**config.mk**
```make
export PLATFORM = sky130hd
export DESIGN_NAME = hilo_div_unit
export DESIGN_NICKNAME = d
export VERILOG_FILES = /design/src/rtl/hilo_div_unit_pkg.sv /design/src/rtl/hilo_div_unit_div_step.sv /design/src/rtl/hilo_div_unit.sv
export SDC_FILE = /design/constraint.sdc
export NUM_CORES = 1
export LEC_CHECK = 0
export BUFFER_PORTS_ARGS = -buffer_cell sky130_fd_sc_hd__buf_2
export CAP_MARGIN = 40
export CORE_MARGIN = 2
export CORE_UTILIZATION = 40
export CTS_BUF_LIST = sky130_fd_sc_hd__clkbuf_16
export CTS_CLUSTER_SIZE = 24
export DETAILED_ROUTE_END_ITERATION = 7
export PLACE_DENSITY_LB_ADDON = 0.05
export SLEW_MARGIN = 15
export SYNTH_ARGS = -nofsm -noshare
export SYNTH_HDL_FRONTEND = slang
export SYNTH_HIERARCHICAL = 1
export SYNTH_SLANG_ARGS = --single-unit
```
**constraint.sdc**
```tcl
create_clock -name clock -period 5.4 [get_ports clock]
set_input_delay 0.27 -clock clock [delete_from_list [all_inputs] [get_ports clock]]
set_output_delay 0.27 -clock clock [all_outputs]
set_load 0.05 [all_outputs]
```
**src/rtl/hilo_div_unit_pkg.sv**
```systemverilog
// Shared types and constants for the HI/LO divide unit: FSM state encoding,
// iteration count and operand magnitude helper.
package hilo_div_unit_pkg;

    typedef enum logic [1:0] {
        IDLE = 2'd0,
        RUN  = 2'd1,
        FIX  = 2'd2
    } divState_t;

    localparam int unsigned DIV_ITERATIONS = 32;

    function automatic logic [31:0] opMagnitude(input logic [31:0] v, input logic isSigned);
        return (isSigned && v[31]) ? -v : v;
    endfunction

endpackage

```
**src/rtl/hilo_div_unit_div_step.sv**
```systemverilog
// One combinational restoring-division step: shift the partial remainder left by one
// dividend bit, trial-subtract the divisor, keep the difference when it does not underflow.
module div_step
    import hilo_div_unit_pkg::*;
(
    input  logic [32:0] remIn,
    input  logic        dividendBit,
    input  logic [31:0] divisor,
    output logic [32:0] remOut,
    output logic        qBit
);

    logic [33:0] shifted;

    assign shifted = {remIn, dividendBit};
    assign qBit    = (shifted >= {2'b00, divisor});
    assign remOut  = 33'(qBit ? (shifted - {2'b00, divisor}) : shifted);

endmodule

```
**src/rtl/hilo_div_unit.sv**
```systemverilog
// Iterative div/divu unit owning architectural HI/LO (32 restoring steps plus a sign-fix cycle).
// Optional mthi/mtlo write path is enabled by defining HILO_MOVE_EN.
module hilo_div_unit
    import hilo_div_unit_pkg::*;
(
    input  logic        clock,
    input  logic        reset,
    input  logic        StartDivE,
    input  logic        SignedE,
    input  logic [31:0] SrcAE,
    input  logic [31:0] SrcBE,
    input  logic        FlushE,
`ifdef HILO_MOVE_EN
    input  logic        MtHiE,
    input  logic        MtLoE,
`endif
    output logic [31:0] HiOut,
    output logic [31:0] LoOut,
    output logic        DivBusy,
    output logic        DivDone
);

    divState_t   state;
    logic [32:0] rem;
    logic [31:0] quot;
    logic [31:0] divisor;
    logic        quotNeg;
    logic        remNeg;
    logic [5:0]  iter;

    logic [32:0] stepRem;
    logic        stepQ;
    logic        startOk;

    assign startOk = StartDivE & FlushE;
    assign DivBusy = (state != IDLE);

`ifdef HILO_MOVE_EN
    logic moveHi;
    logic moveLo;

    assign moveHi = MtHiE & FlushE;
    assign moveLo = MtLoE & FlushE;
`endif

    div_step uStep (
        .remIn       (rem),
        .dividendBit (quot[31]),
        .divisor     (divisor),
        .remOut      (stepRem),
        .qBit        (stepQ)
    );

    // quot doubles as the dividend shift register: each step consumes its MSB
    // and shifts a quotient bit in at the bottom.
    always_ff @(posedge clock or posedge reset) begin
        if (reset) begin
            state   <= IDLE;
            rem     <= '0;
            quot    <= '0;
            divisor <= '0;
            quotNeg <= 1'b0;
            remNeg  <= 1'b0;
            iter    <= '0;
            HiOut   <= '0;
            LoOut   <= '0;
            DivDone <= 1'b0;
        end else begin
            DivDone <= 1'b0;
`ifdef HILO_MOVE_EN
            if (moveHi || moveLo) begin
                if (moveHi) HiOut <= SrcAE;
                if (moveLo) LoOut <= SrcAE;
                state <= IDLE;
                iter  <= '0;
            end else
`endif
            if (startOk) begin
                iter <= '0;
                if (SrcBE == '0) begin
                    // Divide-by-zero reuses the FIX write path with unsigned results preloaded.
                    rem     <= {1'b0, SrcAE};
                    quot    <= '1;
                    divisor <= '0;
                    quotNeg <= 1'b0;
                    remNeg  <= 1'b0;
                    state   <= FIX;
                end else begin
                    rem     <= '0;
                    quot    <= opMagnitude(SrcAE, SignedE);
                    divisor <= opMagnitude(SrcBE, SignedE);
                    quotNeg <= SignedE & (SrcAE[31] ^ SrcBE[31]);
                    remNeg  <= SignedE & SrcAE[31];
                    state   <= RUN;
                end
            end else begin
                case (state)
                    RUN: begin
                        rem  <= stepRem;
                        quot <= {quot[30:0], stepQ};
                        iter <= iter + 6'd1;
                        if (iter == 6'(DIV_ITERATIONS - 1)) state <= FIX;
                    end
                    FIX: begin
                        LoOut   <= quotNeg ? -quot : quot;
                        HiOut   <= remNeg ? -rem[31:0] : rem[31:0];
                        DivDone <= 1'b1;
                        state   <= IDLE;
                    end
                    default: state <= IDLE;
                endcase
            end
        end
    end

endmodule
```
# --- Yosys cells after proc, flatten, opt, wreduce, memory -nomap -nowiden ---
# Cells that the tools add are included.
classes:
  shift: 0
  reduce_logical: 6
  bitwise_logic: 5
  div: 0
  order_cmp: 1
  muxes: 22
  n_eq_ne: 4
  mul: 0
  addsub: 6
ops:
  columns: ["op", "n"]
  rows:
  - ["$mux 32", 9]
  - ["$neg 32->32", 4]
  - ["$mux 33", 3]
  - ["$ge 34x32->1", 1]
  - ["$sub 33x32->33", 1]
  - ["$logic_not 32->1", 1]
  - ["$mux 6", 2]
  - ["$mux 2", 4]
  - ["$add 6x1->6 const B", 1]
  - ["$eq 6x5->1 const B", 1]
  - ["$mux 1", 4]
  - ["$reduce_bool 2->1", 2]
  - ["$and 1x1->1", 3]
  - ["$ne 3x3->1 const B", 1]
  - ["$eq 2x1->1 const B", 1]
  - ["$eq 2x2->1 const B", 1]
  - ["$logic_and 1x1->1", 2]
  - ["$reduce_and 2->1", 1]
  - ["$not 1->1", 1]
  - ["$xor 1x1->1", 1]
totals:
  memories: 0
  romBits: 0
  register_bits: 172
  ram_bits: 0
  latch_bits: 0
  output_inout_bits: 66
  wordCells: 54

# --- Longest topological paths before layout ---
logic_depth:
  depth_word: 4
  mapped_depth: 15
  ltp_nobuf: 14

# --- Cells and area by module ---
# The synthesis kept the hierarchy.
by_module_without_submodules:
  columns: ["module", "seq_area_each_um2", "area_per_inst_um2", "cells_each", "n_inst"]
  rows:
  - ["hilo_div_unit", 4304.1, 9549.2, 1125, 1]
  - ["div_step", 0.0, 2660.1, 369, 1]

# --- Least setup slack after synthesis ---
# No wires, ideal clock.
synth_path:
  path_kind: "reg-to-reg"
  startpoint: "reg quot[31]"
  endpoint: "reg rem[10]"
  t_arrival_ps: 2845
  path_buffers: 1
  required_ps: 5274
  path_stages_with_launch: 16
  slack_ps: 2430
  setup_ps: 126
  cell_sequence: "dfrtp_1 inv_1 ha_1 inv_1 fa_1 a21o_4 nand4_4 a2111oi_4 o2111ai_2 a211oi_4 nor2_4 inv_8 buf_12 mux2_4 o21ai_0 a21oi_1"
synth_via:
  elab_chain_cells: 4
synth_lines:
  columns: ["element", "line", "rtl"]
  rows:
  - ["start: declaration", "hilo_div_unit.sv:25", "logic [31:0] quot;"]
  - ["start signal: assignment", "hilo_div_unit.sv:90", "quot <= opMagnitude(SrcAE, SignedE);"]
  - ["start signal: assignment", "hilo_div_unit.sv:100", "quot <= {quot[30:0], stepQ};"]
  - ["$sub 33x32->33 / $ge 34x32->1 (equally long branches)", "hilo_div_unit_div_step.sv:17, hilo_div_unit_div_step.sv:16", null]
  - ["$mux 33 *", "hilo_div_unit_div_step.sv:17", "assign remOut = 33'(qBit ? (shifted - {2'b00, divisor}) : shifted);"]
  - ["net stepRem[10]", "hilo_div_unit.sv:31", "logic [32:0] stepRem;"]
  - ["$mux 33 *", "hilo_div_unit.sv:97", "case (state)"]
  - ["$mux 33 *", "hilo_div_unit.sv:78", "if (startOk) begin"]
  - ["end signal: assignment", "hilo_div_unit.sv:82", "rem <= {1'b0, SrcAE};"]
  - ["end signal: assignment", "hilo_div_unit.sv:99", "rem <= stepRem;"]
  - ["end: declaration", "hilo_div_unit.sv:24", "logic [32:0] rem;"]
# Mark *: on every way through the listed nets, which the timed path passes. The rest lies on a longest branch. The select of a mux whose other input is x is not followed.
# A chain may end at the register's enable or synchronous reset.

# --- Final worst setup path ---
layout_path:
  startpoint: "reg quot[31]"
  endpoint: "reg rem[5]"
layout_via:
  elab_chain_cells: 4
layout_lines:
  columns: ["element", "line", "rtl"]
  rows:
  - ["$ge 34x32->1", "hilo_div_unit_div_step.sv:16", "assign qBit = (shifted >= {2'b00, divisor});"]
  - ["net stepQ", "hilo_div_unit.sv:32", "logic stepQ;"]
  - ["$mux 33", "hilo_div_unit_div_step.sv:17", null]
  - ["net stepRem[5]", "hilo_div_unit.sv:31", null]
  - ["$mux 33", "hilo_div_unit.sv:97", null]
  - ["$mux 33", "hilo_div_unit.sv:78", null]
# The timed path passes the listed nets, and every way through them passes these cells. The select of a mux whose other input is x is not followed.

==> impl_metrics.py <==
metrics = {
    "run_status": {
        "outcome": "complete, no violations",
    },
    "yosys": {
        "synth_top_area_cell": "dfrtp_1",
        "synth_enable_flop_cells": 0,
        "yosys.cell_count.top_type": "nand2_1",
        "synth.area.top_cells": "dfrtp_1 35%, o21ai_0 7.7%, nand2_1 7.6%",
        "async_flop_share": 1.00,
        "ys_types": 80,
        "synth_cells": 1494,
        "synth-seq-cells": 172,
        "synth_top_area_share": 0.353,
        "synthFlopType": "dfrtp_1",
        "syn_nets": 1601,
        "syn_area_per_cell_um2": 8.17,
        "synthTopCellsByCount": "247 x nand2_1, 189 x o21ai_0, 172 x dfrtp_1, 111 x a21oi_1, 101 x xor2_1",
        "yosys_warnings": 6,
        "syn-cell-area_um2": 12200,
        "yosysSeqAreaShare": 0.353,
    },
    "place": {
        "portBuffers": 134,
        "place_inst": 1948,
        "gp_congestion": 0.920,
        "hpwl_um": 28900,
        "place_area_um2": 13200,
    },
    "floorplanning": {
        "start_util": 0.409,
        "design.core.area_um2": 29900,
        "die_w_um": 179,
        "dieArea_um2": 31900,
        "io_pins": 135,
        "die_y_um": 179,
        "fp-row-count": 63,
    },
    "cts": {
        "cts_tree": "yes",
        "clk_pin_slew_ns": 0.07,
        "cts.sinks": 172,
        "ctsRootBufferMaster": "clkbuf_16",
        "cts-resized-gates": 0,
        "cts_buffers": 17,
        "ctsLongestPathBuffers": 2,
        "htreeDepth": 4,
        "clk_latency_ns": 0.44,
        "postCtsSetupRepairBufs": 0,
    },
    "drt": {
        "num_vias": 11000,
        "dr.pass1.iters": 5,
        "drt_iter0_drc": 885,
        "wl_um": 37900,
        "viasPerCell": 5.55,
        "post-route-drc-count": 0,
        "wire_per_inst_um": 19.1,
        "ant_nets": 0,
    },
    "setup_path": {
        "worstPathCellList": "inv_1 -> ha_1 -> inv_1 -> fa_1 -> a21o_4 -> nand4_4 -> a2111oi_4 -> o2111ai_2 -> a211oi_4 -> nor2_4 -> inv_8 -> mux2_1 -> mux2i_1 -> o21ai_0",
        "r2r_start": "quot[31]",
        "worstPathRequired_ns": 5.69,
        "critPathSlowestCell": "dfrtp_1",
        "crit_type": "reg2reg",
        "r2r_slack_ns": 1.88,
        "cp_max_fo": 24,
        "max_stage_delay_ns": 0.55,
        "cp.arrival_ns": 3.81,
        "cp-start-kind": "flip-flop",
        "path_common_cell": "inv_1",
        "critPathLaunch": "quot[31]",
        "worst_setup_path_end_kind": "flip-flop",
        "rr_endpoint": "rem[5]",
        "rr_worst_depth": 14,
        "endpoint": "rem[5]",
    },
    "sta": {
        "fin_crit_sh": 0.651,
        "tns_ns": 0,
        "setup_viol": 0,
        "rsz0062_at_grt": "false",
        "final_max_slew_viol_count": 0,
        "finClkSkew_ns": 0.0189,
        "finalCriticalPeriod_ns": 3.52,
        "tightestPinTransition_ns": 0.876,
        "relSlewSlack": 0.410,
        "hold_viol": 0,
        "fmax_mhz": 284,
        "finalHoldWorstSlack_ns": 0.116,
    },
    "global_route": {
        "grt_pass1_vias": 10200,
        "use_met3": 0.0240,
        "grt_busiest_layer": "met1",
        "track_usage": 0.242,
        "grt_use_met2": 0.361,
        "grt_max_degree": 89,
        "grt_pass1_wl_um": 59600,
        "grt_util_met1": 0.374,
        "antenna_found_initial": 0,
        "grt-ovfl-total": 0,
    },
    "power_and_ir_drop": {
        "powerDensity_nw_per_um2": 473,
        "power_leakage_nw": 6.14,
        "vdd_drop_max_uv": 237,
    },
    "layout": {
        "drive_gt1_frac": 0.145,
        "area_growth_syn_to_layout_pct": 12.6,
        "finalInstanceArea_um2": 13700,
        "num_antenna_cells": 0,
        "fin_cells": 1981,
        "nets": 1685,
    },
    "flow_run": {
        "cap_violations": 0,
    },
    "worst_hold_path": {
        "hp-class": "in2reg",
    },
}
## timing repair
action                                 4_1_cts  5_1_grt
endpoints found under the hold margin       34        0
setup endpoints to repair                    0        0
hold buffers                                 1        0
## metrics by stage
stage	worst slack (ns)	util	power (mW)
after floorplan	0.470	-	4.38
after global placement	2.05	0.438	5.20
after detailed placement	1.95	0.441	5.22
after CTS	1.92	0.460	6.48
after global routing	1.64	0.460	6.97
final	1.88	0.460	6.50
## power breakdown
group | leakage (nW) | internal (mW) | switching (mW)
clock | 0.276 | 0.616 | 0.619
sequential | 2.21 | 1.52 | 0.465
combinational | 3.66 | 1.45 | 1.84
## critical path, delay by kind of cell, from the launching register on
family                   cells  cell delay, ns
adder cells (fa/ha/maj)      2            0.46
multiplexers                 2            0.49
AO/OA/AOI/OAI                5            1.22
flip-flops                   1            0.55
AND/OR/NAND/NOR              2            0.25
buffers and inverters        3            0.38
## cell families after synthesis
kind of cell / Yosys count / synth area share
buffers and inverters: 141 / 0.0487
muxes: 40 / 0.0405
xor gates and xnor gates: 139 / 0.0997
AOI/OAI and AO/OA: 437 / 0.218
DFF: 172 / 0.353
and+or+nand+nor: 527 / 0.201
adders and majority gates: 38 / 0.0396
## area by class of cell
| cell class | instances | area [um2] |
|---|---|---|
| timing repair buffer | 149 | 825 |
| clock buffer | 17 | 425 |
| sequential | 172 | 4300 |
| multi-input combinational | 1181 | 7330 |
| inverter | 57 | 226 |
| clock inverter | 15 | 151 |
| fill | 3019 | 16100 |
| tap | 390 | 488 |
## flip-flops by register name, indices dropped and copies added (netlist names)
signal   count
remNeg       1
quot        32
LoOut       32
iter         6
state        2
quotNeg      1
rem         33
divisor     32
HiOut       32
DivDone      1
## layer usage
layer,routed length (um),share of wire
met1,19500,0.51
met5,0,0
met3,1530,0.040
met2,16400,0.43
met4,510,0.013
## layout by cell type (no fill, tap or decap), drive strengths merged, types with 6 or more instances in the layout
master and n:
or3 16, nand2 247, inv 64, and3 6, o21ai 190, buf 148
nor3 28, o41ai 6, nand3 31, o31ai 38, clkbuf 17, and2 6
a21oi 113, or2 7, ha 37, mux2 24, xnor2 38, nor2 100
xor2 101, a31oi 12, nor4 20, clkinv 6, o211ai 8, a21o 20
nand2b 6, dfrtp 172, mux2i 16, or4 15, nand4 19, and4 8
## how the worst min path moves through the flow
stage	from	endpoint	slack (ns)	depth (start not counted)
floorplan	SrcAE[28]	quot[28]	0.37	1
global placement	HiOut[24]	HiOut[24]	0.46	2
CTS	SrcAE[21]	rem[21]	0.1	3
detailed placement	reset	HiOut[13]	0.29	2
finish	SrcAE[27]	rem[27]	0.12	3
global route	SrcAE[22]	rem[22]	0.11	3
(Power assumes the default switching activity.)
